## config.mk

```make
export PLATFORM = sky130hd
export DESIGN_NAME = cpu_step_controller
export DESIGN_NICKNAME = d
export VERILOG_FILES = /design/src/rtl/cpu_step_controller.sv
export SDC_FILE = /design/constraint.sdc
export NUM_CORES = 1
export LEC_CHECK = 0
export ABC_AREA = 1
export CAP_MARGIN = 10
export CORE_UTILIZATION = 60
export CTS_CLUSTER_SIZE = 16
export DETAILED_ROUTE_END_ITERATION = 10
export DONT_BUFFER_PORTS = 1
export PLACE_DENSITY = 0.76
export SYNTH_ARGS = -nofsm -noshare
export SYNTH_HDL_FRONTEND = slang
export SYNTH_SLANG_ARGS = --single-unit
```

## constraint.sdc

```tcl
create_clock -name clk -period 2.7 [get_ports clk]
set_input_delay 0.54 -clock clk [delete_from_list [all_inputs] [get_ports clk]]
set_output_delay 0.54 -clock clk [all_outputs]
set_load 0.02 [all_outputs]
```

## src/rtl/cpu_step_controller.sv

```systemverilog
// Execution sequencer: issues one-cycle cpu_ce pulses in halted / free-run / single-step / breakpoint modes.
// Optional build macro RUN_LIMIT_EN adds a run_limit input that stops RUN after a fixed number of pulses.
module cpu_step_controller #(
    parameter int TICK_DIV        = 25000000,
    parameter int DEBOUNCE_CYCLES = 500000,
    parameter int PC_W            = 8
) (
    input  logic            clk,
    input  logic            rst,
    input  logic            run_sw,
    input  logic            step_key,
    input  logic            bp_en,
    input  logic [PC_W-1:0] bp_addr,
    input  logic [PC_W-1:0] pc,
`ifdef RUN_LIMIT_EN
    input  logic [15:0]     run_limit,
`endif
    output logic            cpu_ce,
    output logic [1:0]      state,
    output logic            halted,
    output logic [15:0]     step_count
);

    localparam int TICK_W = (TICK_DIV > 1) ? $clog2(TICK_DIV) : 1;
    localparam int DB_W   = (DEBOUNCE_CYCLES > 1) ? $clog2(DEBOUNCE_CYCLES) : 1;
    localparam logic [TICK_W-1:0] TICK_LAST = TICK_W'(TICK_DIV - 1);
    localparam logic [DB_W-1:0]   DB_LAST   = DB_W'(DEBOUNCE_CYCLES - 1);

    typedef enum logic [1:0] {
        ST_IDLE  = 2'd0,
        ST_RUN   = 2'd1,
        ST_STEP  = 2'd2,
        ST_BREAK = 2'd3
    } state_t;

    logic              run_meta_r;
    logic              run_sync_r;
    logic              key_meta_r;
    logic              key_sync_r;
    logic              key_acc_r;
    logic [DB_W-1:0]   db_cnt_r;
    state_t            state_r;
    state_t            next_state_s;
    logic              cpu_ce_r;
    logic              halted_r;
    logic [15:0]       step_count_r;
    logic [TICK_W-1:0] tick_r;
    logic              bp_skip_r;

    logic              key_diff_s;
    logic              db_done_s;
    logic              step_evt_s;
    logic              tick_due_s;
    logic              bp_match_s;
    logic              run_req_s;
    logic              limit_hit_s;
    logic              ce_next_s;
    logic              bp_hit_s;

`ifdef RUN_LIMIT_EN
    logic [15:0]       run_cnt_r;
    logic              run_block_r;
`endif

    // Two-flop synchronizers; the key idles high (released)
    always_ff @(posedge clk) begin
        if (rst) begin
            run_meta_r <= 1'b0;
            run_sync_r <= 1'b0;
            key_meta_r <= 1'b1;
            key_sync_r <= 1'b1;
        end else begin
            run_meta_r <= run_sw;
            run_sync_r <= run_meta_r;
            key_meta_r <= step_key;
            key_sync_r <= key_meta_r;
        end
    end

    // Debounce qualification; a press is a 1->0 change of the accepted level
    always_comb begin
        key_diff_s = (key_sync_r != key_acc_r);
        db_done_s  = key_diff_s && (db_cnt_r == DB_LAST);
        step_evt_s = db_done_s && key_acc_r;
    end

    // Accepted key level and stability counter
    always_ff @(posedge clk) begin
        if (rst) begin
            key_acc_r <= 1'b1;
            db_cnt_r  <= '0;
        end else if (db_done_s) begin
            key_acc_r <= key_sync_r;
            db_cnt_r  <= '0;
        end else if (key_diff_s) begin
            key_acc_r <= key_acc_r;
            db_cnt_r  <= db_cnt_r + DB_W'(1);
        end else begin
            key_acc_r <= key_acc_r;
            db_cnt_r  <= '0;
        end
    end

    // Run request qualification; a spent run limit blocks RUN until run_sw drops
    always_comb begin
        tick_due_s = (tick_r == TICK_LAST);
        bp_match_s = bp_en && (pc == bp_addr) && !bp_skip_r;
`ifdef RUN_LIMIT_EN
        run_req_s   = run_sync_r && !run_block_r;
        limit_hit_s = (state_r == ST_RUN) && tick_due_s && !bp_match_s &&
                      (run_limit != 16'd0) && ((run_cnt_r + 16'd1) == run_limit);
`else
        run_req_s   = run_sync_r;
        limit_hit_s = 1'b0;
`endif
    end

    // Next-state and pulse decision
    always_comb begin
        next_state_s = state_r;
        ce_next_s    = 1'b0;
        bp_hit_s     = 1'b0;
        case (state_r)
            ST_IDLE: begin
                // A pulse still in flight from RUN blocks a step so cpu_ce never doubles
                if (run_req_s) begin
                    next_state_s = ST_RUN;
                end else if (step_evt_s && !cpu_ce_r) begin
                    next_state_s = ST_STEP;
                    ce_next_s    = 1'b1;
                end else begin
                    next_state_s = ST_IDLE;
                end
            end
            ST_STEP: begin
                if (run_req_s) begin
                    next_state_s = ST_RUN;
                end else begin
                    next_state_s = ST_IDLE;
                end
            end
            ST_RUN: begin
                if (tick_due_s && bp_match_s) begin
                    next_state_s = ST_BREAK;
                    bp_hit_s     = 1'b1;
                end else begin
                    ce_next_s = tick_due_s;
                    if (!run_sync_r || limit_hit_s) begin
                        next_state_s = ST_IDLE;
                    end else begin
                        next_state_s = ST_RUN;
                    end
                end
            end
            ST_BREAK: begin
                if (step_evt_s) begin
                    next_state_s = ST_STEP;
                    ce_next_s    = 1'b1;
                end else if (!run_sync_r) begin
                    next_state_s = ST_IDLE;
                end else begin
                    next_state_s = ST_BREAK;
                end
            end
            default: begin
                next_state_s = ST_IDLE;
            end
        endcase
    end

    // State, pulse and halted registers
    always_ff @(posedge clk) begin
        if (rst) begin
            state_r  <= ST_IDLE;
            cpu_ce_r <= 1'b0;
            halted_r <= 1'b1;
        end else begin
            state_r  <= next_state_s;
            cpu_ce_r <= ce_next_s;
            halted_r <= (next_state_s == ST_IDLE) || (next_state_s == ST_BREAK);
        end
    end

    // Rate divider; held at zero outside RUN so every entry starts a full period
    always_ff @(posedge clk) begin
        if (rst) begin
            tick_r <= '0;
        end else if (state_r == ST_RUN) begin
            tick_r <= tick_due_s ? '0 : (tick_r + TICK_W'(1));
        end else begin
            tick_r <= '0;
        end
    end

    // Pulse counter and breakpoint skip flag
    always_ff @(posedge clk) begin
        if (rst) begin
            step_count_r <= 16'd0;
            bp_skip_r    <= 1'b0;
        end else if (ce_next_s) begin
            step_count_r <= step_count_r + 16'd1;
            bp_skip_r    <= 1'b0;
        end else if (bp_hit_s) begin
            step_count_r <= step_count_r;
            bp_skip_r    <= 1'b1;
        end else begin
            step_count_r <= step_count_r;
            bp_skip_r    <= bp_skip_r;
        end
    end

`ifdef RUN_LIMIT_EN
    // Pulses issued since RUN entry, and the block that holds IDLE after the limit
    always_ff @(posedge clk) begin
        if (rst) begin
            run_cnt_r   <= 16'd0;
            run_block_r <= 1'b0;
        end else begin
            if (state_r != ST_RUN) begin
                run_cnt_r <= 16'd0;
            end else if (ce_next_s) begin
                run_cnt_r <= run_cnt_r + 16'd1;
            end else begin
                run_cnt_r <= run_cnt_r;
            end
            if (limit_hit_s) begin
                run_block_r <= 1'b1;
            end else if (!run_sync_r) begin
                run_block_r <= 1'b0;
            end else begin
                run_block_r <= run_block_r;
            end
        end
    end
`endif

    assign cpu_ce     = cpu_ce_r;
    assign state      = state_r;
    assign halted     = halted_r;
    assign step_count = step_count_r;

endmodule

```

### Yosys cells after proc, flatten, opt, wreduce, memory -nomap -nowiden

Index checks and enable logic that the tools add are counted.
W data, S select, Z words.

* bitwise gates (word level): 2
* divide/modulo/power cells: 0
* eq/ne operators: 8
* reductions and logical operators: 14
* $add $sub $neg: 3
* $lt $le $gt $ge: 0
* shift-type cells: 0
* mux-type cells: 14
* $mul: 0

Operators by type and width (count)
* $add A25 B1 Y25 const B: 1
* $eq A25 B25 Y1 const B: 1
* $add A19 B1 Y19 const B: 1
* $eq A19 B19 Y1 const B: 1
* $add A16 B1 Y16 const B: 1
* $mux W2: 5
* $eq A8 B8 Y1: 1
* $pmux W2 S4: 1
* $mux W1: 7
* $eq A2 B2 Y1 const B: 3
* $logic_and A1 B1 Y1: 6
* $reduce_or A3 Y1: 2
* $logic_not A2 Y1: 2
* $pmux W1 S3: 1
* $eq A2 B1 Y1 const B: 1
* $logic_not A1 Y1: 2
* $not A1 Y1: 2
* $reduce_or A2 Y1: 1
* $logic_or A1 B1 Y1: 1
* $ne A1 B1 Y1: 1

* RAM bits: 0
* input port bits: 21
* memories kept: 0
* memory bits (read-only): 0
* bits in latches: 0
* register bits: 70
* word-level logic and storage cells: 53

### Logic depth before layout (Yosys ltp)

* word-level depth: 9
* depth in mapped cells: 14
* depth with buffers taken out: 13

### Least setup slack after synthesis

Ideal clock, no wire load.

* kind: reg2reg
* start point: reg db_cnt_r[0]
* end point: reg step_count_r[8], in the netlist step_count[8]
* setup slack: 1070 ps
* cell stages (with the launch flop): 14
* path buffers: 1
* clock period less this slack: 1630 ps
* arrival: 1515 ps
* data required time: 2584 ps
* path through: dfxtp_1 -> ha_1 -> nand2_1 -> inv_2 -> nand2_2 -> nor2_1 -> nand2_2 -> nor2_4 -> nand4_2 -> nand2_4 -> buf_8 -> nand3_1 -> nand2_1 -> nor2_2

* word-level cells in the longest chain between the ends: 7

RTL lines
* start: declaration: line 41 `logic [DB_W-1:0] db_cnt_r;`
* start signal: assignment: line 97 `db_cnt_r <= db_cnt_r + DB_W'(1);`
* $eq A19 B19 Y1 (*): line 83 `db_done_s = key_diff_s && (db_cnt_r == DB_LAST);`
* $logic_and A1 B1 Y1 (*): line 83
* $logic_and A1 B1 Y1 (*): line 84 `step_evt_s = db_done_s && key_acc_r;`
* $logic_and A1 B1 Y1: line 128 `end else if (step_evt_s && !cpu_ce_r) begin`
* $mux W1: line 128
* $mux W1: line 126 `if (run_req_s) begin`
* $pmux W1 S3 (*): line 123 `case (state_r)`
* end signal: assignment: line 201 `step_count_r <= step_count_r + 16'd1;`
* end signal: assignment: line 204 `step_count_r <= step_count_r;`
* end signal: assignment: line 207 `step_count_r <= step_count_r;`
* end: declaration: line 46 `logic [15:0] step_count_r;`

Mark *: on every way between the ends. The rest lies on a longest branch, timed or not.
A chain may end at the register's enable or synchronous reset.

### Worst setup path after layout

* start point: reg step_count_r[0], in the netlist step_count[0]
* end point: reg step_count_r[14], in the netlist step_count[14]

* word-level cells in the longest chain between the ends: 1

RTL lines (line)
* $add A16 B1 Y16: 201

No other way between the ends.

==> impl_metrics.toml <==
[clocking]
clock_latency_ps = 340
cts_sinks = 70
clkTransAtPathRegs_ps = 70
cts_root_buffer = "clkbuf_8"
post_cts_buffers = 0
cts_tree = "yes"
cts_resized = 0
holdBufCountCts = 0
cts_buffers = 9
clk_path_buf_depth = 2
h-tree-depth = 3

[floorplanning]
die-area_um2 = 6380
die_x_um = 79.9
row_count = 27
initial_utilization_pct = 64.1
fp.coreArea_um2 = 5680
ioPinCount = 41
die_y_um = 79.9

[critical_path]
cpMaxStageDelayCell = "dfxtp_1"
critical-path-max-stage-delay_ps = 510
crit_chain = "ha_1 -> nand2_1 -> inv_1 -> nand2_1 -> nor2_1 -> nand3_1 -> nor2_1 -> nand3_1 -> nand2_1 -> inv_1 -> nor2_1"
cp_data_arrival_time_ps = 2160
start_kind = "register"
path_class = "reg -> reg"
end_kind = "register"
crit_required_ps = 2970
crit_fanout = 5

[synthesis]
synth_area_um2 = 3640
synth.largest_area_cell = "dfxtp_1"
syn-instance-count = 525
yosys_warnings = 0
ys_seq_area_share_pct = 38.5
mappedNetlistNets = 549
yosys.cell_types.count = 37
synth.avg_cell_area_um2 = 6.93
synth_seq_cells = 70
synth_top_area_share_pct = 38.5
synthTopCellsByArea = "dfxtp_1 39%, nand2_1 11%, nor2_1 9.3%, inv_1 6.9%, nand3_1 5.6%"

[grt]
grt_max_degree = 26
grt_usage_pct = 23.4
antenna_found_initial = 0
first_global_vias = 2867
grt_first_pass_wirelength_um = 11800
grt_overflow = 0

[timing]
setup_slack_ps = 816
relSlewSlack_pct = 72.7
fin_crit_ps = 1880
clock_skew_ps = 8.07
finalSetupTns_ps = 0
hold_viol = 0
fin_crit_sh_pct = 69.8
fmax_mhz = 531
slew_violations = 0
setup_violations = 0
rsz0062_at_grt = "no"
worst_slew_pin_slew_ps = 408

[power]
peakVddDrop_uv = 273
p_total_mw = 2.04
p_leak_nw = 1.45
power-per-cell-area_nw_per_um2 = 523

[final_layout]
nFillCells = 475
antenna_cells = 0
layout_common_cells = "107 x nand2_1, 90 x nor2_1, 70 x dfxtp_1, 67 x inv_1, 41 x nand3_1"
area_growth_pct = 7.50
drive_gt1_share_pct = 11.6
layout_commonest_cell = "nand2_1"
final_cells = 606
nets = 553

[routing]
wl_um = 6710
antenna_left = 0
drcViolationCount = 0
vias = 3129
viasPerCell = 5.16
routedWlPerCell_um = 11.1
dr.first_iter.drc_count = 199
firstDrtPassIters = 4

[placement]
place_inst = 590
io_buffer_count = 0
place_congestion = 0.873
post-place-ws_ps = 875
hpwl_um = 4860

[flow_run]
drv_cap = 0

[outcome]
status = "finished, final reports clean"

[worst_hold_path]
min-delay-path-class = "in -> reg"
==> sequential cells by signal (all words and copies together), names as in the netlist <==
signal,cells
key_acc_r,1
bp_skip_r,1
halted,1
tick_r,25
db_cnt_r,19
key_meta_r,1
cpu_ce,1
step_count,16
key_sync_r,1
run_req_s,1
run_meta_r,1
state,2
==> per-layer routing <==
layer | share of wire (%) | wire length [um] | global-route usage, %
met4 | 1.7 | 115 | 9.29
met5 | 0 | 0 | 0
met3 | 4.6 | 311 | 6.29
met2 | 46 | 3100 | 40.3
met1 | 47 | 3180 | 27.5
==> through the flow <==
step	util (%)	instance area (um2)	hold slack, ps
3_5_place_dp	64.8	3680	399
3_3_place_gp	64.8	3680	392
5_1_grt	68.9	3910	253
2_1_floorplan	-	3640	388
4_1_cts	68.9	3910	250
6_report	68.9	3910	268
==> logic make-up (layout without fill, tap and decap cells) <==
kind of cell               Yosys count  after routing  share of synthesized area, %
and+or+nand+nor                    313            313                          40.8
buffers and inverters               82             91                          9.36
DFF                                 70             70                          38.5
AOI/OAI and AO/OA                   39             39                          5.92
xor gates and xnor gates            17             17                          4.09
adders and majority gates            3              3                          1.03
muxes                                1              1                         0.275
==> where the power goes <==
part	switching [mW]	total [mW]	internal [mW]
logic	0.0235	0.0397	0.0162
registers	0.00325	1.04	1.04
clock network	0.369	0.964	0.595
==> area by class of cell <==
cell class	instances	area [um2]	area share, %
clock buffer	13	169	4.32
clock inverter	3	65.1	1.66
inverter	73	274	7.01
multi-input combinational	373	1900	48.5
sequential	70	1400	35.8
tap	72	90.1	2.30
timing repair buffer	2	15.0	0.384
==> final timing paths <==
kind / startpoint / end / slack, ps / depth (start not counted)
worst max-delay path: step_count[0] / step_count[14] / 820 / 11
worst min-delay path: rst / step_count[8] / 270 / 1
worst max register to register: step_count[0] / step_count[14] / 820 / 11
worst min register to register: key_meta_r / key_sync_r / 410 / 1
==> critical path: cells and delay by family, from the launching register on <==
family | cells | cell delay (ps)
fa+ha+maj | 1 | 240
buf+inv | 2 | 140
flops | 1 | 510
simple gates | 8 | 920
==> synthesized netlist by cell type, drive strengths merged <==
cell type / number
inv: 72
xnor2: 3
xor2: 14
nor2: 105
a21oi: 24
nor4: 1
or2: 8
nand3: 43
nor3b: 7
o21a: 5
ha: 3
nand3b: 1
nand2: 115
nand4: 16
nor3: 17
mux2i: 1
clkinv: 1
buf: 8
dfxtp: 70
o21ai: 6
a211oi: 1
a31oi: 2
o211ai: 1
clkbuf: 1
Power figures use the tool's default switching activity.
